## src/rtl/psk_tx_iq_mapper.sv

```systemverilog
// BPSK/QPSK symbol to I/Q mapper with upsampling by SPS.
// Latency: a symbol accepted while idle appears as sample 0 one clock later.
// Backpressure: outputs hold while out_tready is low; the one-entry buffer deasserts sym_in_tready when full.
//
// Ports:
//   clk, rst                  - clock, synchronous active-high reset
//   mode                      - 0 = BPSK, 1 = QPSK, captured with each accepted symbol
//   sym_in_tdata/tvalid/tready - symbol input stream (QPSK: [1]->I, [0]->Q; BPSK: [0]->I)
//   I_out_*, Q_out_*          - signed I/Q sample stream, shared ready out_tready
//   sym_start                 - marks sample 0 of each symbol
//   underflow                 - one-cycle pulse when the stream runs dry at a symbol boundary
module psk_tx_iq_mapper #(
  parameter int WIDTH      = 16,
  parameter int SHIFT      = 2,
  parameter int SPS        = 8,
  parameter int ZERO_STUFF = 1
) (
  input  logic                    clk,
  input  logic                    rst,
  input  logic                    mode,
  input  logic [1:0]              sym_in_tdata,
  input  logic                    sym_in_tvalid,
  output logic                    sym_in_tready,
  output logic signed [WIDTH-1:0] I_out_tdata,
  output logic                    I_out_tvalid,
  output logic signed [WIDTH-1:0] Q_out_tdata,
  output logic                    Q_out_tvalid,
  input  logic                    out_tready,
  output logic                    sym_start,
  output logic                    underflow
);

  localparam int CW = (SPS > 1) ? $clog2(SPS) : 1;
  localparam logic [CW-1:0] LAST = CW'(SPS - 1);

  // Full-scale positive value backed off by SHIFT; matches the receive-side pre-scaling.
  localparam logic [WIDTH-1:0]        AMP_U = {1'b0, {(WIDTH-1){1'b1}}} >> SHIFT;
  localparam logic signed [WIDTH-1:0] AMP_P = $signed(AMP_U);
  localparam logic signed [WIDTH-1:0] AMP_N = -AMP_P;

  typedef enum logic {IDLE, RUN} state_t;

  state_t                  state, nxt_state;
  logic [CW-1:0]           cnt, nxt_cnt;
  logic                    buf_valid;
  logic [1:0]              buf_bits;
  logic                    buf_mode;
  logic signed [WIDTH-1:0] cur_i, cur_q, nxt_cur_i, nxt_cur_q;
  logic signed [WIDTH-1:0] nxt_i, nxt_q;
  logic                    out_vld, nxt_vld, nxt_start, nxt_uf;
  logic signed [WIDTH-1:0] map_i, map_q;
  logic                    advance, at_end, load;

  function automatic logic signed [WIDTH-1:0] lvl(input logic b);
    return b ? AMP_N : AMP_P;
  endfunction

  assign I_out_tvalid = out_vld;
  assign Q_out_tvalid = out_vld;

  always_comb begin
    advance       = !out_vld || out_tready;
    at_end        = (state == RUN) && (cnt == LAST);
    load          = advance && buf_valid && ((state == IDLE) || at_end);
    sym_in_tready = !rst && (!buf_valid || load);

    map_i = buf_mode ? lvl(buf_bits[1]) : lvl(buf_bits[0]);
    map_q = buf_mode ? lvl(buf_bits[0]) : '0;

    nxt_state = state;
    nxt_cnt   = cnt;
    nxt_cur_i = cur_i;
    nxt_cur_q = cur_q;
    nxt_i     = I_out_tdata;
    nxt_q     = Q_out_tdata;
    nxt_vld   = out_vld;
    nxt_start = sym_start;
    nxt_uf    = 1'b0;

    if (advance) begin
      if (load) begin
        // Sample 0 of a new symbol; back-to-back loads keep the output gapless.
        nxt_state = RUN;
        nxt_cnt   = '0;
        nxt_cur_i = map_i;
        nxt_cur_q = map_q;
        nxt_i     = map_i;
        nxt_q     = map_q;
        nxt_vld   = 1'b1;
        nxt_start = 1'b1;
      end else if (state == IDLE) begin
        nxt_i     = '0;
        nxt_q     = '0;
        nxt_vld   = 1'b0;
        nxt_start = 1'b0;
      end else if (at_end) begin
        // Symbol finished with nothing queued.
        nxt_state = IDLE;
        nxt_i     = '0;
        nxt_q     = '0;
        nxt_vld   = 1'b0;
        nxt_start = 1'b0;
        nxt_uf    = 1'b1;
      end else begin
        nxt_cnt   = cnt + CW'(1);
        nxt_i     = (ZERO_STUFF != 0) ? '0 : cur_i;
        nxt_q     = (ZERO_STUFF != 0) ? '0 : cur_q;
        nxt_vld   = 1'b1;
        nxt_start = 1'b0;
      end
    end
  end

  always_ff @(posedge clk) begin
    if (rst) begin
      state       <= IDLE;
      cnt         <= '0;
      cur_i       <= '0;
      cur_q       <= '0;
      I_out_tdata <= '0;
      Q_out_tdata <= '0;
      out_vld     <= 1'b0;
      sym_start   <= 1'b0;
      underflow   <= 1'b0;
      buf_valid   <= 1'b0;
      buf_bits    <= '0;
      buf_mode    <= 1'b0;
    end else begin
      state       <= nxt_state;
      cnt         <= nxt_cnt;
      cur_i       <= nxt_cur_i;
      cur_q       <= nxt_cur_q;
      I_out_tdata <= nxt_i;
      Q_out_tdata <= nxt_q;
      out_vld     <= nxt_vld;
      sym_start   <= nxt_start;
      underflow   <= nxt_uf;
      // Drain first so a same-cycle fill wins.
      if (load) buf_valid <= 1'b0;
      if (sym_in_tvalid && sym_in_tready) begin
        buf_valid <= 1'b1;
        buf_bits  <= sym_in_tdata;
        buf_mode  <= mode;
      end
    end
  end

endmodule

```

## config.mk

```make
export PLATFORM = sky130hd
export DESIGN_NAME = psk_tx_iq_mapper
export DESIGN_NICKNAME = d
export VERILOG_FILES = /design/src/rtl/psk_tx_iq_mapper.sv
export SDC_FILE = /design/constraint.sdc
export NUM_CORES = 1
export LEC_CHECK = 0
export CAP_MARGIN = 20
export CORE_MARGIN = 4
export CORE_UTILIZATION = 39
export CTS_CLUSTER_DIAMETER = 200
export DETAILED_ROUTE_END_ITERATION = 8
export PLACE_DENSITY = 0.78
export SYNTH_ARGS = -nofsm -noshare
export SYNTH_HDL_FRONTEND = slang
export SYNTH_SLANG_ARGS = --single-unit
```

## constraint.sdc

```tcl
create_clock -name clk -period 1.7 [get_ports clk]
set_input_delay 0.51 -clock clk [delete_from_list [all_inputs] [get_ports clk]]
set_output_delay 0.51 -clock clk [all_outputs]
set_load 0.03 [all_outputs]
```

==> flow_summary.toml, run 1 <==
[synthesis]
ys_ff_latch = 15
netlist_instances = 93
synthesis.nets = 102
yosysWarningCount = 0
synth-simple-area-share = 0.123
seq_area_frac_synth = 0.348
synth_area_um2 = 863
synth_compound_area_frac = 0.175
avgSynthCellArea_um2 = 9.28
synth-xor-area-share = 0
synthMuxAreaShare = 0.0594
synth_top_family_by_area = "buffers and inverters"
synth_fa_ha_area_frac = 0.0290
synth.distinct_cells = 25

[global_route]
grt_pass1_vias = 655
gr-usage-all-layers = 0.133
grt_max_degree = 14
grt.overflow.total = 0
grt_pass1_wl_mm = 2.95
antenna_found_initial = 0

[cts]
clk_latency_ns = 0.27
cts_made_buffers = 3
cts_buffer_depth = 2
clk_pin_slew_ns = 0.09
clkSinkCount = 15
cts_tree = "yes"
clock_tree.root_cell = "clkbuf_4"
htreeDepth = 1

[layout]
layout_commonest_cell = "buf_4"
fillCellCount = 188
final_design_area_no_fill_um2 = 1190
antennaDiodeCount = 0
layout_common_cells = "buf_4 (37), dfxtp_1 (13), dlygate4sd2_1 (12)"
nets = 133
drive_gt1_frac = 0.415
areaGrowthSynthToFinish_pct = 38.4

[sta]
hold_ws_ns = 0.458
setup_viol = 1
slew_headroom = 0.750
fmax_mhz = 544
worst-slew-pin-transition_ns = 0.375
rsz0062_at_grt = "true"
period_needed_ns = 1.84
hold_viol = 0
layout_setup_ws_ns = -0.138
period_share = 1.08
maxSlewViolCount = 0
fin_worst_skew_ns = 0.00821

[power_and_ir_drop]
vdd_drop_max_v = 0.000394
pwr_density_cell_nw_per_um2 = 648
leakagePower_nw = 0.581

[routing]
drt-total-wl_mm = 1.81
drtIter0Drc = 5
routedWlPerCell_um = 12.1
num_vias = 688
antenna_left = 0
drc = 0
viasPerCell = 4.59
first_pass_iters = 6

[place]
placed_cell_area_um2 = 1130
hpwl_mm = 1.48
gp_congestion = 0.726
io_buffer_count = 43

[floorplanning]
io_pins = 44
die_width_um = 55.1
dieArea_um2 = 3030
core-area_um2 = 2020
row_count = 16
floorplan.initialDensity = 0.427
fp.dieH_um = 55.1

[setup_path]
end_kind = "output port"
r2r-end = "buf_bits[1]$_SDFFE_PP0P_"
crit_path_start_kind = "register"
path_class = "reg2out"
required_ns = 1.19
rr_startpoint = "cnt[1]$_SDFFE_PP0P_"
worstPathArrival_ns = 1.33
critPathMaxFanout = 2
reg2reg_depth = 7
reg2reg_slack_ns = 0.10

[flow_run]
drv_cap = 0

[min_path]
hp-start = "Q_out_tdata[0]$_SDFFE_PP0N_"
whs_path_depth = 1
min_to = "Q_out_tdata[0]$_SDFFE_PP0N_"
hold_path_class = "reg2reg"

[run_status]
status = "finished with violations"
violations = "setup timing"
## cell type report
type	instances	area, µm²	share of cell area
timing repair buffer	55	444	0.372
inverter	4	15.0	0.0126
clock buffer	4	26.3	0.0220
tap	27	33.8	0.0283
sequential	15	305	0.255
multi-input combinational	45	370	0.310
## synth_stat cells
master | n | share of area
nor4_1 | 1 | 0.0073
mux2_4 | 2 | 0.035
nor3b_1 | 2 | 0.017
nor2_1 | 4 | 0.017
a22o_1 | 1 | 0.010
a21o_1 | 1 | 0.0087
a21oi_1 | 6 | 0.035
nand2b_1 | 3 | 0.022
nand2_1 | 4 | 0.017
a32oi_1 | 2 | 0.020
inv_1 | 4 | 0.017
clkbuf_1 | 1 | 0.0043
mux2_2 | 1 | 0.013
a21oi_4 | 1 | 0.019
o211ai_1 | 3 | 0.026
ha_1 | 2 | 0.029
buf_4 | 28 | 0.24
a21boi_4 | 1 | 0.022
a32o_1 | 1 | 0.012
mux2i_1 | 1 | 0.012
o31ai_1 | 2 | 0.017
nor3_1 | 1 | 0.0058
o21ai_0 | 1 | 0.0058
dfxtp_1 | 15 | 0.35
nor2b_1 | 5 | 0.036
## cells by family (layout without fill, tap and decap cells)
family          Yosys count  count (layout)
compound gates           19              19
fa+ha+maj                 2               2
buf+inv                  33              63
flops                    15              15
mux                       4               4
simple gates             20              20
## metrics by stage
stage / setup TNS, ns / util / std cells / setup WS, ns / total power [mW]
finish: -0.138 / 0.591 / 150 / -0.138 / 0.774
global placement: -1.25 / 0.561 / 144 / -0.250 / 0.585
floorplan: 0 / - / 93 / 0.0222 / 0.527
global route: -0.190 / 0.591 / 150 / -0.190 / 0.813
CTS: -0.161 / 0.586 / 149 / -0.161 / 0.784
detailed placement: -1.58 / 0.561 / 144 / -0.274 / 0.591
## how the worst max path moves through the flow
stage | to | startpoint
final | sym_in_tready | cnt[1]$_SDFFE_PP0P_
after global routing | sym_in_tready | cnt[1]$_SDFFE_PP0P_
after CTS | sym_in_tready | cnt[1]$_SDFFE_PP0P_
after detailed placement | sym_in_tready | out_tready
after global placement | sym_in_tready | out_tready
after floorplan | sym_in_tready | cnt[0]$_SDFFE_PP0P_
## flip-flops by register name (all words and copies together) (netlist names)
register      flops
Q_out_tdata       3
buf_bits          2
underflow         1
cnt               3
I_out_tdata       3
I_out_tvalid      1
buf_mode          1
buf_valid         1
## timing repair
action / in CTS / in global routing
endpoints found under the setup margin: 12 / 1
setup buffers: 1 / 1
pin swaps: 2 / 1
hold buffers: 0 / 0
hold endpoints to repair: 0 / 0
resized for setup: 19 / 1
## power breakdown
part	internal, mW	switching, mW
registers	0.364	0.0163
logic	0.0874	0.111
clock network	0.0907	0.104
total	0.542	0.232
## metal layers
| layer | track usage | vias to the layer above | part of all wire |
|---|---|---|---|
| li1 | - | 351 | - |
| met1 | 0.161 | 306 | 0.41 |
| met2 | 0.232 | 29 | 0.49 |
| met3 | 0.0349 | 2 | 0.097 |
| met4 | 0.0364 | 0 | 0.0039 |
| met5 | 0 | - | 0 |
## critical path: stages, from the launching register on
cell      delay (ns)
dfxtp_4         0.36
ha_4            0.16
ha_4            0.16
a21boi_4        0.16
a21oi_4         0.07
buf_6           0.14
Power figures use the tool's default switching activity.
==> inputs of run 2 (changes only) <==
--- a/config.mk
+++ b/config.mk
@@ -9,6 +9,7 @@
 export CORE_MARGIN = 4
 export CORE_UTILIZATION = 39
 export CTS_CLUSTER_DIAMETER = 200
+export CTS_CLUSTER_SIZE = 12
 export DETAILED_ROUTE_END_ITERATION = 8
 export PLACE_DENSITY = 0.78
 export SYNTH_ARGS = -nofsm -noshare
==> results of run 2 <==
The final DEF is identical to that of run 1; final timing and power are the same.
==> inputs of run 3 (changes only) <==
--- a/config.mk
+++ b/config.mk
@@ -5,13 +5,13 @@
 export SDC_FILE = /design/constraint.sdc
 export NUM_CORES = 1
 export LEC_CHECK = 0
-export CAP_MARGIN = 20
 export CORE_MARGIN = 4
-export CORE_UTILIZATION = 39
+export CORE_UTILIZATION = 41
 export CTS_CLUSTER_DIAMETER = 200
 export CTS_CLUSTER_SIZE = 12
 export DETAILED_ROUTE_END_ITERATION = 8
-export PLACE_DENSITY = 0.78
+export PLACE_DENSITY = 0.81
 export SYNTH_ARGS = -nofsm -noshare
 export SYNTH_HDL_FRONTEND = slang
 export SYNTH_SLANG_ARGS = --single-unit
+export TNS_END_PERCENT = 50
==> constraint.sdc (replaced) <==
create_clock -name clk -period 2.2 [get_ports clk]
set_input_delay 0.66 -clock clk [delete_from_list [all_inputs] [get_ports clk]]
set_output_delay 0.66 -clock clk [all_outputs]
set_load 0.03 [all_outputs]
==> run 3 against run 2 <==
Compared with the run above: the run now ends clean; clock skew shrank 0.0044 ns; first-iteration DRC count up 80%; sequential share of layout area up 0.17 points; sequential power fell by 22%; power shrank 24%; critical path depth is 4 lower; register-to-register slack improved by 0.52 ns; clock power is 22% lower; largest cell class unchanged; largest power group unchanged.
==> flow_summary.toml, run 3 (synthesized netlist as in run 1, its figures left out) <==
[cts]
cts_made_buffers = 3
cts_buffer_depth = 2
post_cts_buffers = 0
cts-hold-fix-buffers = 0
clk_pin_slew_ns = 0.09
clkSinkCount = 15
cts_tree = "yes"
htreeDepth = 1
clock_tree.root_cell = "clkbuf_4"
clk_latency_ns = 0.27

[layout]
largestRegisters = "I_out_tdata (3), Q_out_tdata (3), cnt (3)"
layout_commonest_cell = "dlygate4sd2_1"
final_design_area_no_fill_um2 = 1180
layout_common_cells = "dlygate4sd2_1 (18), clkdlybuf4s50_1 (17), dfxtp_1 (13), dlymetal6s2s_1 (7), a21oi_1 (6)"
drive_gt1_frac = 0.139
antennaDiodeCount = 0
nets = 125
areaGrowthSynthToFinish_pct = 36.4

[setup_path]
required_ns = 1.54
path_cells = "clkdlybuf4s50_1"
max_stage_delay_ns = 0.72
critPathTopFamily = "buffers and inverters"
critPathMaxFanout = 9
critPathBufInv = 1
path_class = "reg2out"
end_kind = "output port"
crit_path_start_kind = "register"
worstPathArrival_ns = 1.45
worst_path_max_delay_cell = "clkdlybuf4s50_1"

[sta]
fin_setup_tns_ns = 0
maxSlewViolCount = 0
hold_viol = 0
slew_headroom = 0.783
fin_worst_skew_ns = 0.00376
period_share = 0.961
period_needed_ns = 2.11
fmax_mhz = 473
setup_viol = 0
rsz0062_at_grt = "false"
worst-slew-pin-transition_ns = 0.325

[floorplanning]
die_width_um = 53.9
io_pins = 44
fp.dieH_um = 53.9
floorplan.initialDensity = 0.436
dieArea_um2 = 2900
row_count = 16
core-area_um2 = 1980

[place]
hpwl_mm = 1.36
gp_congestion = 0.678
io_buffer_count = 43
placed_cell_area_um2 = 1140

[routing]
wl_met1_um = 677
wl_met3_um = 190
routedWlPerCell_um = 12.2
first_pass_iters = 4
drtIter0Drc = 9
drt-total-wl_mm = 1.73
antenna_left = 0
top_layer_used = "met4"
viasPerCell = 4.83
num_vias = 686
drc = 0
wl_met2_um = 847

[global_route]
grt.overflow.total = 0
antenna_found_initial = 0
grt_max_degree = 15
grt_pass1_wl_mm = 2.84
gr-usage-all-layers = 0.135
grt_pass1_vias = 636

[power_and_ir_drop]
leakagePower_nw = 0.642
pwr_density_cell_nw_per_um2 = 499
vdd_drop_max_v = 0.000323

[flow_run]
drv_cap = 0

[min_path]
hold_path_class = "reg2reg"

[run_status]
status = "finished clean"
## run 3: timing repair
item | CTS | global route
setup endpoints to repair | 25 | 8
resized for setup | 19 | 10
gates cloned | 0 | 0
## run 3: through the flow
step	utilization	setup slack [ns]	total power, mW	hold slack (ns)	cells
3_5_place_dp	0.576	-0.0436	0.451	0.442	138
6_report	0.594	0.0852	0.588	0.456	142
3_3_place_gp	0.576	-0.0567	0.448	0.440	138
5_1_grt	0.594	0.00849	0.614	0.494	142
2_1_floorplan	-	0.131	0.404	0.453	93
4_1_cts	0.579	0.00155	0.593	0.461	142
## run 3: final timing paths
| path | cells after the start | endpoint | slack, ns | from |
|---|---|---|---|---|
| worst max-delay path | 1 | I_out_tvalid | 0.09 | I_out_tvalid$_SDFFE_PP0N_ |
| worst max register to register | 6 | buf_bits[1]$_SDFFE_PP0P_ | 0.62 | cnt[0]$_SDFFE_PP0P_ |
| worst min-delay path | 1 | Q_out_tdata[0]$_SDFFE_PP0N_ | 0.46 | Q_out_tdata[0]$_SDFFE_PP0N_ |
| worst min register to register | 1 | Q_out_tdata[0]$_SDFFE_PP0N_ | 0.46 | Q_out_tdata[0]$_SDFFE_PP0N_ |
## run 3: per-layer routing
layer  up-vias  global-route usage
li1        337                   -
met1       310               0.149
met2        37               0.246
met3         2              0.0332
met4         0              0.0511
met5         -                   0
## run 3: layout make-up
cell class / instances / area (µm²)
repair buffers: 47 / 453
inverters: 4 / 15.0
flip-flops and latches: 15 / 303
well taps: 27 / 33.8
clock buffers: 4 / 26.3
multi-input cells: 45 / 347
fillers: 188 / 805
## run 3: power breakdown
part,total [mW],internal [mW],switching [mW]
Clock,0.153,0.0702,0.0823
Combinational,0.140,0.0603,0.0796
Sequential,0.295,0.282,0.0129
Total,0.588,0.413,0.175
